--- config.mk ---
export PLATFORM = sky130hd
export DESIGN_NAME = dot_product_seq_ctrl
export DESIGN_NICKNAME = d
export VERILOG_FILES = /design/src/rtl/dot_product_seq_ctrl.sv
export SDC_FILE = /design/constraint.sdc
export NUM_CORES = 1
export LEC_CHECK = 0
export ABC_AREA = 1
export BUFFER_PORTS_ARGS = -buffer_cell sky130_fd_sc_hd__buf_2
export CAP_MARGIN = 30
export CORE_UTILIZATION = 45
export DETAILED_ROUTE_END_ITERATION = 10
export GPL_ROUTABILITY_DRIVEN = 0
export PLACE_DENSITY = 0.72
export REMOVE_ABC_BUFFERS = 1
export SKIP_CTS_REPAIR_TIMING = 1
export SYNTH_ARGS = -nofsm -noshare
export SYNTH_HDL_FRONTEND = slang
export SYNTH_SLANG_ARGS = --single-unit
--- constraint.sdc ---
create_clock -name clk -period 9.5 [get_ports clk]
set_input_delay 1.9 -clock clk [delete_from_list [all_inputs] [get_ports clk]]
set_output_delay 1.9 -clock clk [all_outputs]
set_load 0.03 [all_outputs]
--- src/rtl/dot_product_seq_ctrl.sv ---
// Serial dot-product controller: one shared multiplier and accumulator, fed N pairs over valid/ready.
// Optional overflow reporting is compiled in with the DOT_SEQ_OVF_EN macro.
module dot_product_seq_ctrl #(
  parameter int N = 8,
  localparam int IW = (N > 1) ? $clog2(N) : 1
) (
  input  logic           clk,
  input  logic           rst,
  input  logic           start,
  output logic           busy,
  input  logic           in_valid,
  output logic           in_ready,
  input  logic [N-1:0]   a_elem,
  input  logic [N-1:0]   b_elem,
  output logic [IW-1:0]  elem_idx,
  output logic           out_valid,
  input  logic           out_ready,
  output logic [2*N-1:0] result
`ifdef DOT_SEQ_OVF_EN
  ,
  output logic           ovf
`endif
);

  typedef enum logic [1:0] {
    IDLE = 2'd0,
    LOAD = 2'd1,
    DONE = 2'd2
  } state_t;

  localparam logic [IW-1:0] LAST = IW'(N - 1);

  state_t          state, state_next;
  logic [2*N-1:0]  acc;
  logic [2*N-1:0]  prod;
  logic [2*N-1:0]  sum;
  logic [IW-1:0]   idx;
  logic            transfer;
  logic            start_accept;
  logic            last_pair;

  assign prod         = {{N{1'b0}}, a_elem} * {{N{1'b0}}, b_elem};
  assign transfer     = in_valid & in_ready;
  assign start_accept = (state == IDLE) & start;
  assign last_pair    = (idx == LAST);
  assign elem_idx     = idx;

`ifdef DOT_SEQ_OVF_EN
  logic [2*N:0] sum_ext;
  logic         carry;
  logic         ovf_flag;

  assign sum_ext = {1'b0, acc} + {1'b0, prod};
  assign sum     = sum_ext[2*N-1:0];
  assign carry   = sum_ext[2*N];
  assign ovf     = ovf_flag & out_valid;

  // Sticky carry-out flag, scoped to a single command.
  always_ff @(posedge clk) begin
    if (rst) begin
      ovf_flag <= 1'b0;
    end else if (start_accept) begin
      ovf_flag <= 1'b0;
    end else if (transfer && carry) begin
      ovf_flag <= 1'b1;
    end
  end
`else
  assign sum = acc + prod;
`endif

  always_ff @(posedge clk) begin
    if (rst) begin
      state <= IDLE;
    end else begin
      state <= state_next;
    end
  end

  always_comb begin
    state_next = state;
    busy       = 1'b0;
    in_ready   = 1'b0;
    out_valid  = 1'b0;
    case (state)
      IDLE: begin
        if (start) state_next = LOAD;
      end
      LOAD: begin
        busy     = 1'b1;
        in_ready = 1'b1;
        if (in_valid && last_pair) state_next = DONE;
      end
      DONE: begin
        busy      = 1'b1;
        out_valid = 1'b1;
        if (out_ready) state_next = IDLE;
      end
      default: state_next = IDLE;
    endcase
  end

  // The result register is only loaded by the final pair so it holds steady through IDLE and LOAD.
  always_ff @(posedge clk) begin
    if (rst) begin
      acc    <= '0;
      idx    <= '0;
      result <= '0;
    end else if (start_accept) begin
      acc <= '0;
      idx <= '0;
    end else if (transfer) begin
      acc <= sum;
      if (last_pair) begin
        idx    <= '0;
        result <= sum;
      end else begin
        idx <= idx + IW'(1);
      end
    end
  end

endmodule

; After elaboration in Yosys (flattened, before gate mapping)
; Cells that the tools add are included.
; W data, S select, Z words.
[word_totals]
word_cells = 30
latchBits = 0
ram_bits = 0
romBits = 0
in_bits = 21
register_bits = 37
out_inout_bits = 22
mem_count = 0
[classes]
n_eq_ne = 6
magnitude_cmp = 0
div = 0
mux = 8
bitwise = 3
multipliers = 1
reduce_logical = 6
shifts = 0
addsub = 2
[op_table]
columns = operator, n
row1 = $add A16 B16 Y16, 1
row2 = $mul A8 B8 Y16, 1
row3 = $mux W2, 3
row4 = $ne A2 B2 Y1 const B, 3
row5 = $pmux W2 S3, 1
row6 = $reduce_and A3 Y1, 2
row7 = $reduce_or A2 Y1, 2
row8 = $add A3 B1 Y3 const B, 1
row9 = $eq A3 B3 Y1 const B, 1
row10 = $mux W1, 3
row11 = $mux W3, 1
row12 = $and A1 B1 Y1, 2
row13 = $eq A2 B1 Y1 const B, 1
row14 = $eq A2 B2 Y1 const B, 1
row15 = $logic_not A2 Y1, 1
row16 = $logic_and A1 B1 Y1, 1
row17 = $not A1 Y1, 1

; Longest topological paths before layout
; Gate-level depths: netlist (run 1).
[logic_depth]
word_depth = 4
mapped_depth = 22

; Worst setup path before layout (run 1)
; No wires, ideal clock.
[synth_path]
path_type = input port to flip-flop
start = input a_elem[0]
end = register result[10]
n_path_buf = 1
required_ns = 9.391
setup_time_ns = 0.109
cell_stages = 20
setup_slack_ns = 4.015
t_arrival_ns = 5.376
cell_sequence = clkbuf_1 > nand2_1 > fa_1 > fa_1 > inv_1 > fa_1 > inv_1 > fa_1 > inv_1 > ha_1 > nand2_1 > nand2_1 > nand2_1 > nand2_1 > inv_1 > nand2_1 > xnor2_1 > nand2_1 > nand2_1 > inv_1
[synth_between]
elab_chain_len = 2
[synth_rtl]
columns = element, line_no
row1 = "start, declared", 13  ; input logic [N-1:0] a_elem,
row2 = $mul A8 B8 Y16, 42  ; assign prod = {{N{1'b0}}, a_elem} * {{N{1'b0}}, b_elem};
row3 = $add A16 B16 Y16, 69  ; assign sum = acc + prod;
row4 = "end signal, assigned", 116  ; result <= sum;
row5 = "end, declared", 18  ; output logic [2*N-1:0] result
; No other way between the ends.
; A chain may end at the register's enable or synchronous reset.

; Worst setup path in the final report (run 1)
[layout_path]
start = input a_elem[1]
end = register result[10]
; The elaborated chain is that of the path after synthesis.

==> insert_results.sql, run 1 <==
INSERT INTO impl_metrics (metric_group, metric, value, unit) VALUES
('die', 'ios', '43', ''),
('sta', 'finalSetupViolCount', '0', ''),
('die', 'fp-row-count', '35', ''),
('power_and_ir_drop', 'leakage', '2.907', 'nW'),
('worst_setup_path', 'setup.worst_path.start_class', 'input port', ''),
('worst_setup_path', 'worst_setup_path_end_kind', 'register', ''),
('flow_run', 'max_cap_check_violation_count', '0', ''),
('worst_setup_path', 'setup.reg_to_reg.worst_slack', '5.56', 'ns'),
('synthesis', 'syn-mean-instance-area', '6.884', 'um2'),
('synthesis', 'seq_area_frac_synth', '17.13', '%'),
('clock_network', 'buffer_type_at_the_clock_tree_root', 'sky130_fd_sc_hd__clkbuf_8', ''),
('grt', 'initial_antenna_violation_count', '0', ''),
('synthesis', 'syn_area', '4323', 'um2'),
('die', 'core', '9284', 'um2'),
('die', 'floorplan.die_area', '10000', 'um2'),
('hold_path', 'min-delay-start', 'elem_idx[2]', ''),
('final_layout', 'antenna_cells_inserted', '0', ''),
('detailed_routing', 'drc', '0', ''),
('detailed_routing', 'detail-route-antenna-nets', '0', ''),
('detailed_routing', 'top_layer_used', 'met4', ''),
('final_layout', 'drive_above_1_share', '7.645', '%'),
('power_and_ir_drop', 'power_density', '219.5', 'nW/um2'),
('sta', 'setup_tns_after_final_layout', '0', 'ns'),
('worst_setup_path', 'timing.critical_path.fanout_max', '8', ''),
('clock_network', 'clkLatencyLatePin', '0.30', 'ns'),
('worst_setup_path', 'crit_type', 'in2reg', ''),
('die', 'die_x', '100.0', 'um'),
('die', 'floorplan.initialDensity', '46.56', '%'),
('grt', 'grt_first_pass_wirelength', '16860', 'um'),
('detailed_routing', 'route.layer.met1.wl', '4447', 'um'),
('hold_path', 'hold_path.class', 'reg2reg', ''),
('synthesis', 'synth-async-reset-ratio', '0', '%'),
('sta', 'skew', '0.009197', 'ns'),
('sta', 'report.final.hold_viol_count', '0', ''),
('grt', 'grt_util_all_layers', '20.93', '%'),
('worst_setup_path', 'cp-startpoint', 'a_elem[1]', ''),
('clock_network', 'clk_path_buf_depth', '2', ''),
('detailed_routing', 'avgRoutedWirePerCell', '11.79', 'um'),
('detailed_routing', 'postRouteWirelength', '9233', 'um'),
('synthesis', 'synthesis_warning_total', '0', ''),
('sta', 'final.period_utilization', '57.66', '%'),
('final_layout', 'fin_nets', '765', ''),
('sta', 'grt_setup_unrepaired', 'false', ''),
('placed_design', 'dpl.cell_count', '775', ''),
('run_status', 'run_status', 'finished clean', ''),
('power_and_ir_drop', 'max-vdd-ir-drop', '0.1002', 'mV'),
('grt', 'first_global_vias', '3795', ''),
('worst_setup_path', 'worst_ep_arrival_time', '5.67', 'ns'),
('worst_setup_path', 'worstReg2RegStart', 'acc[6]', ''),
('worst_setup_path', 'reg2regPathDepth', '17', ''),
('clock_network', 'inserted_clock_buffers', '5', ''),
('synthesis', 'synth_cell_types', '21', ''),
('detailed_routing', 'met2_length', '4205', 'um'),
('clock_network', 'clk_pin_slew_worst_paths', '0.07', 'ns'),
('hold_path', 'whs_endpoint', 'elem_idx[2]', ''),
('placed_design', 'dpl.hpwl', '7691', 'um'),
('sta', 'fmax', '0.1826', 'GHz'),
('detailed_routing', 'drt_iter0_drc', '166', ''),
('clock_network', 'cts_num_sinks', '37', ''),
('detailed_routing', 'dr_wl_met3', '415', 'um'),
('synthesis', 'synthesis.instances', '628', ''),
('placed_design', 'portBuffers', '42', ''),
('sta', 'holdWs', '0.4899', 'ns'),
('grt', 'grt_max_degree', '28', ''),
('clock_network', 'cts_tree', 'yes', ''),
('detailed_routing', 'vias_per_std_cell', '4.670', ''),
('detailed_routing', 'drt_first_pass_iters', '5', ''),
('grt', 'grt.overflow.total', '0', ''),
('sta', 'max_slew.worst_pin.slew', '0.9117', 'ns'),
('final_layout', 'area_growth_syn_to_layout', '7.960', '%'),
('hold_path', 'worstHoldPathCells', '2', ''),
('die', 'fp.dieH', '100.0', 'um'),
('sta', 'fin_crit', '5.477', 'ns'),
('synthesis', 'synth_flop_type', 'sky130_fd_sc_hd__dfxtp_1', ''),
('worst_setup_path', 'crit-reg2reg-capture', 'result[15]', ''),
('sta', 'timing.final.max_slew_violations', '0', ''),
('synthesis', 'yosys_reg_bits', '37', ''),
('synthesis', 'synth_enable_flop_cells', '0', ''),
('worst_setup_path', 'worst-endpoint-required', '9.70', 'ns'),
('sta', 'slew_headroom', '39.02', '%'),
('detailed_routing', 'routed-via-count', '3657', ''),
('final_layout', 'number_of_cells_in_the_finished_layout_apart_from_fillers', '783', ''),
('clock_network', 'ctsHtreeMaxLevel', '2', '');
[cells in the mapped netlist (2+ instances only)]
cell	count	share of area [%]
sky130_fd_sc_hd__buf_2	5	0.58
sky130_fd_sc_hd__ha_1	41	12
sky130_fd_sc_hd__xor2_1	4	0.81
sky130_fd_sc_hd__nand3_1	28	3.2
sky130_fd_sc_hd__nor2_1	48	4.2
sky130_fd_sc_hd__fa_1	50	23
sky130_fd_sc_hd__nand2_1	148	13
sky130_fd_sc_hd__buf_6	2	0.52
sky130_fd_sc_hd__dfxtp_1	37	17
sky130_fd_sc_hd__inv_1	194	17
sky130_fd_sc_hd__o21ai_0	17	2.0
sky130_fd_sc_hd__a21o_1	2	0.35
sky130_fd_sc_hd__a21oi_1	22	2.5
sky130_fd_sc_hd__xnor2_1	4	0.81
sky130_fd_sc_hd__clkbuf_1	16	1.4
sky130_fd_sc_hd__nand4_1	5	0.72
[per-layer routing]
layer,global-route usage [%],vias to the layer above
met5,0,-
met2,35.17,98
li1,-,1847
met3,2.228,16
met4,6.355,0
met1,28.55,1696
[worst max-delay path by stage]
stage                     cells past startpoint          to
final                                        20  result[10]
after global routing                         20  result[10]
after CTS                                    20  result[10]
after detailed placement                     22  result[10]
after global placement                       22  result[10]
after floorplan                              21  result[10]
[where the power goes]
part	leakage [nW]	total, mW	switching (mW)	internal (mW)
Clock	0.0374	0.112	0.0603	0.0517
Sequential	0.299	0.178	0.00743	0.170
Combinational	2.57	0.735	0.478	0.257
Total	2.91	1.02	0.545	0.479
[cell type report]
| type | count | area [um2] |
|---|---|---|
| fillers | 964 | 4617 |
| clock buffers | 6 | 72.57 |
| multi-input cells | 373 | 2739 |
| flip-flops and latches | 37 | 740.7 |
| inverters | 194 | 728.2 |
| clock inverters | 2 | 15.01 |
| repair buffers | 42 | 210.2 |
| well taps | 129 | 161.4 |
[cells by family (layout without fill, tap and decap cells)]
group / count (synthesis) / count (layout) / share of synthesized area, %
simple gates: 231 / 231 / 21.48
buf+inv: 218 / 244 / 19.51
fa+ha+maj: 91 / 91 / 35.02
compound gates: 43 / 43 / 5.239
flops: 37 / 37 / 17.13
xor+xnor: 8 / 8 / 1.621
[critical path, cell delays in order]
cell and delay [ns]:
sky130_fd_sc_hd__buf_2 0.16, sky130_fd_sc_hd__nand2_1 0.07, sky130_fd_sc_hd__inv_1 0.06, sky130_fd_sc_hd__fa_1 0.53, sky130_fd_sc_hd__fa_1 0.53, sky130_fd_sc_hd__fa_1 0.55
sky130_fd_sc_hd__inv_1 0.06, sky130_fd_sc_hd__fa_1 0.55, sky130_fd_sc_hd__inv_1 0.05, sky130_fd_sc_hd__ha_1 0.35, sky130_fd_sc_hd__nand2_1 0.13, sky130_fd_sc_hd__inv_1 0.05
sky130_fd_sc_hd__nand2_1 0.05, sky130_fd_sc_hd__nand2_1 0.06, sky130_fd_sc_hd__inv_1 0.06, sky130_fd_sc_hd__nand2_1 0.05, sky130_fd_sc_hd__xnor2_1 0.25, sky130_fd_sc_hd__nand2_1 0.08
sky130_fd_sc_hd__nand2_1 0.09, sky130_fd_sc_hd__inv_1 0.04
[placed cells by master, fill, tap and decap left out]
| cell | Yosys | final |
|---|---|---|
| sky130_fd_sc_hd__nor3_1 | 1 | 1 |
| sky130_fd_sc_hd__dfxtp_1 | 37 | 37 |
| sky130_fd_sc_hd__o21bai_1 | 1 | 1 |
| sky130_fd_sc_hd__nand2_1 | 148 | 148 |
| sky130_fd_sc_hd__o221ai_1 | 1 | 1 |
| sky130_fd_sc_hd__nor2_1 | 48 | 48 |
| sky130_fd_sc_hd__clkbuf_1 | 16 | 1 |
| sky130_fd_sc_hd__clkbuf_8 | 0 | 5 |
| sky130_fd_sc_hd__inv_1 | 194 | 194 |
| sky130_fd_sc_hd__a21oi_1 | 22 | 22 |
| sky130_fd_sc_hd__clkinvlp_4 | 0 | 2 |
| sky130_fd_sc_hd__a21o_1 | 2 | 2 |
| sky130_fd_sc_hd__nor3_4 | 1 | 1 |
| sky130_fd_sc_hd__xor2_1 | 4 | 4 |
| sky130_fd_sc_hd__nand4_1 | 5 | 5 |
| sky130_fd_sc_hd__o21ai_0 | 17 | 17 |
| sky130_fd_sc_hd__xnor2_1 | 4 | 4 |
| sky130_fd_sc_hd__buf_2 | 5 | 42 |
| sky130_fd_sc_hd__ha_1 | 41 | 41 |
| sky130_fd_sc_hd__nand3_1 | 28 | 28 |
| sky130_fd_sc_hd__fa_1 | 50 | 50 |
[state kept, by name, indices dropped and copies added (netlist names)]
name / cells
acc: 16
state: 2
elem_idx: 3
result: 16
[metrics by stage]
stage / power (mW) / setup WS, ns / area (um2) / util, %
floorplan: 0.7414 / 4.233 / 4208 / -
global placement: 0.8886 / 3.735 / 4579 / 49.33
detailed placement: 0.9046 / 3.729 / 4579 / 49.33
CTS: 1.022 / 4.022 / 4667 / 50.27
global route: 1.158 / 3.727 / 4667 / 50.27
finish: 1.024 / 4.023 / 4667 / 50.27
No activity file was read; power rests on OpenSTA's default activity.
==> run 2: changes to the inputs <==
Settings changed: PLACE_DENSITY 0.72 to 0.75.
Clock period 9.5 ns to 4.7 ns, I/O delays scaled along.
==> run 2 against run 1 <==
- die area unchanged
- sequential power is 100% higher
- hold slack got worse by 0.0016 ns
- final area grew 2.1%
- clock power grew to 2.6 times the previous value
- wire length grew 0.73%
- non-clock buffer count grew 7
- sequential share of layout area fell by 0.32 points
- via count increased by 2.5%
- critical path type unchanged
- largest power group unchanged
==> insert_results.sql, run 2 (same netlist as run 1, synthesis figures left out) <==
INSERT INTO impl_metrics (metric_group, metric, value, unit) VALUES
('final_layout', 'num-fill-cells', '912', ''),
('worst_setup_path', 'reg2regPathDepth', '17', ''),
('worst_setup_path', 'worst_setup_path_end_kind', 'register', ''),
('die', 'fp-row-count', '35', ''),
('die', 'core', '9284', 'um2'),
('hold_path', 'min-delay-start', 'acc[0]', ''),
('final_layout', 'final_common_cell', 'sky130_fd_sc_hd__inv_1', ''),
('detailed_routing', 'drc', '0', ''),
('worst_setup_path', 'crit_end', 'result[10]', ''),
('sta', 'holdWs', '0.4883', 'ns'),
('grt', 'initial_antenna_violation_count', '0', ''),
('clock_network', 'clk_path_buf_depth', '2', ''),
('placed_design', 'portBuffers', '42', ''),
('final_layout', 'final_core_util', '51.31', '%'),
('sta', 'finalSetupViolCount', '0', ''),
('final_layout', 'register_area', '740.7', 'um2'),
('final_layout', 'most-common-layout-cells', '194 x sky130_fd_sc_hd__inv_1, 148 x sky130_fd_sc_hd__nand2_1, 50 x sky130_fd_sc_hd__fa_1, 48 x sky130_fd_sc_hd__nor2_1, 42 x sky130_fd_sc_hd__buf_2', ''),
('detailed_routing', 'drt_iter0_drc', '246', ''),
('sta', 'report.final.hold_viol_count', '0', ''),
('grt', 'grt_first_pass_wirelength', '16500', 'um'),
('die', 'fp.dieH', '100.0', 'um'),
('power_and_ir_drop', 'leakage', '2.960', 'nW'),
('worst_setup_path', 'worst-endpoint-required', '4.90', 'ns'),
('worst_setup_path', 'crit-reg2reg-capture', 'result[10]', ''),
('detailed_routing', 'routed-via-count', '3749', ''),
('die', 'floorplan.initialDensity', '46.56', '%'),
('final_layout', 'area_growth_syn_to_layout', '10.19', '%'),
('clock_network', 'clk_pin_slew_worst_paths', '0.07', 'ns'),
('clock_network', 'inserted_clock_buffers', '5', ''),
('die', 'ios', '43', ''),
('worst_setup_path', 'critical_path.slowest_cell', 'sky130_fd_sc_hd__fa_1', ''),
('grt', 'grt_max_degree', '28', ''),
('placed_design', 'place_ws', '-0.02938', 'ns'),
('worst_setup_path', 'worstReg2RegStart', 'acc[6]', ''),
('final_layout', 'postLayoutCellArea', '4763', 'um2'),
('sta', 'timing.final.max_slew_violations', '0', ''),
('sta', 'slew_headroom', '49.63', '%'),
('power_and_ir_drop', 'max-vdd-ir-drop', '0.2216', 'mV'),
('run_status', 'run_status', 'finished clean', ''),
('sta', 'skew', '0.002480', 'ns'),
('final_layout', 'fin_nets', '772', ''),
('worst_setup_path', 'cp-startpoint', 'a_elem[5]', ''),
('final_layout', 'drive_above_1_share', '8.926', '%'),
('worst_setup_path', 'critical-path-top-cell-by-count', 'sky130_fd_sc_hd__nand2_1', ''),
('grt', 'grt.overflow.total', '0', ''),
('sta', 'final.period_utilization', '94.86', '%'),
('flow_run', 'max_cap_check_violation_count', '0', ''),
('worst_setup_path', 'timing.critical_path.fanout_max', '8', ''),
('clock_network', 'buffer_type_at_the_clock_tree_root', 'sky130_fd_sc_hd__clkbuf_8', ''),
('grt', 'grt_util_all_layers', '20.38', '%'),
('detailed_routing', 'vias_per_std_cell', '4.746', ''),
('worst_setup_path', 'cp_slowest_stage_delay', '0.56', 'ns'),
('sta', 'max_slew.worst_pin.slew', '0.7537', 'ns'),
('final_layout', 'antenna_cells_inserted', '0', ''),
('clock_network', 'cts_tree', 'yes', ''),
('worst_setup_path', 'setup.reg_to_reg.worst_slack', '0.78', 'ns'),
('clock_network', 'ctsHtreeMaxLevel', '2', ''),
('power_and_ir_drop', 'power_density', '461.5', 'nW/um2'),
('final_layout', 'multi_input_logic_area', '2754', 'um2'),
('placed_design', 'dpl.hpwl', '7611', 'um'),
('worst_setup_path', 'worst_ep_arrival_time', '4.66', 'ns'),
('detailed_routing', 'detail-route-antenna-nets', '0', ''),
('worst_setup_path', 'crit_path_cell_trace', 'buf_2 -> nand2_1 -> fa_1 -> inv_1 -> fa_1 -> inv_1 -> fa_1 -> fa_1 -> inv_1 -> ha_1 -> nand2_1 -> nor2_1 -> nand2_1 -> nand2_1 -> xnor2_1 -> nand2_1 -> nand2_1 -> inv_1', ''),
('die', 'die_x', '100.0', 'um'),
('worst_setup_path', 'crit_type', 'in2reg', ''),
('sta', 'grt_setup_unrepaired', 'false', ''),
('placed_design', 'place_area', '4632', 'um2'),
('sta', 'fmax', '0.2243', 'GHz'),
('worst_setup_path', 'setup.worst_path.start_class', 'input port', ''),
('detailed_routing', 'drt_first_pass_iters', '5', ''),
('clock_network', 'cts_num_sinks', '37', ''),
('detailed_routing', 'avgRoutedWirePerCell', '11.77', 'um'),
('die', 'floorplan.die_area', '10000', 'um2'),
('detailed_routing', 'postRouteWirelength', '9300', 'um'),
('grt', 'first_global_vias', '3728', ''),
('clock_network', 'clkLatencyLatePin', '0.29', 'ns'),
('sta', 'timing.final.ws_setup', '0.2417', 'ns'),
('hold_path', 'hold_path.class', 'reg2reg', ''),
('sta', 'fin_crit', '4.458', 'ns');
[run 2: cell count changes in the layout (fill, tap and decap cells not counted)]
cell / previous run / this run
sky130_fd_sc_hd__ha_2: 0 / 1
sky130_fd_sc_hd__buf_4: 0 / 7
sky130_fd_sc_hd__bufinv_16: 0 / 1
sky130_fd_sc_hd__clkinvlp_4: 2 / 0
sky130_fd_sc_hd__clkbuf_8: 5 / 6
sky130_fd_sc_hd__ha_1: 41 / 39
sky130_fd_sc_hd__ha_4: 0 / 1
[run 2: per-layer routing]
layer	vias up	track usage (%)	routed length, um
li1	1861	-	-
met1	1718	27.58	4453
met2	148	34.54	4211
met3	22	2.159	475
met4	0	6.132	160
met5	-	0	0
[run 2: cell type report]
type,count,area share [%]
inverter,194,15.29
multi-input combinational,373,57.81
tap,129,3.388
clock inverter,1,0.6304
clock buffer,7,1.812
timing repair buffer,49,5.516
sequential,37,15.55
[run 2: through the flow]
step	power (mW)	cells	TNS (ns)
2_1_floorplan	1.499	604	0
5_1_grt	2.453	790	0
4_1_cts	2.148	790	0
3_5_place_dp	1.835	782	-0.03557
6_report	2.198	790	0
3_3_place_gp	1.804	782	0
[run 2: worst min path at each step]
stage                     endpoint  slack, ns  cells after the start
after floorplan             acc[0]       0.45                      2
final                       acc[0]       0.49                      2
after detailed placement    acc[0]       0.48                      2
after CTS                   acc[0]       0.49                      2
after global placement      acc[0]       0.46                      2
after global routing        acc[0]       0.52                      2
[run 2: report_power, final]
group / total (mW) / switching, mW / leakage (nW) / internal, mW
sequential: 0.360 / 0.0158 / 0.299 / 0.344
clock: 0.290 / 0.117 / 0.0585 / 0.173
combinational: 1.55 / 0.988 / 2.60 / 0.560
total: 2.20 / 1.12 / 2.96 / 1.08
[run 2: critical path: cells and delay by family]
family	cells	cell delay (ns)
XOR/XNOR	1	0.16
adder cells (fa/ha/maj)	5	2.43
AND/OR/NAND/NOR	7	0.73
buffers and inverters	5	0.38
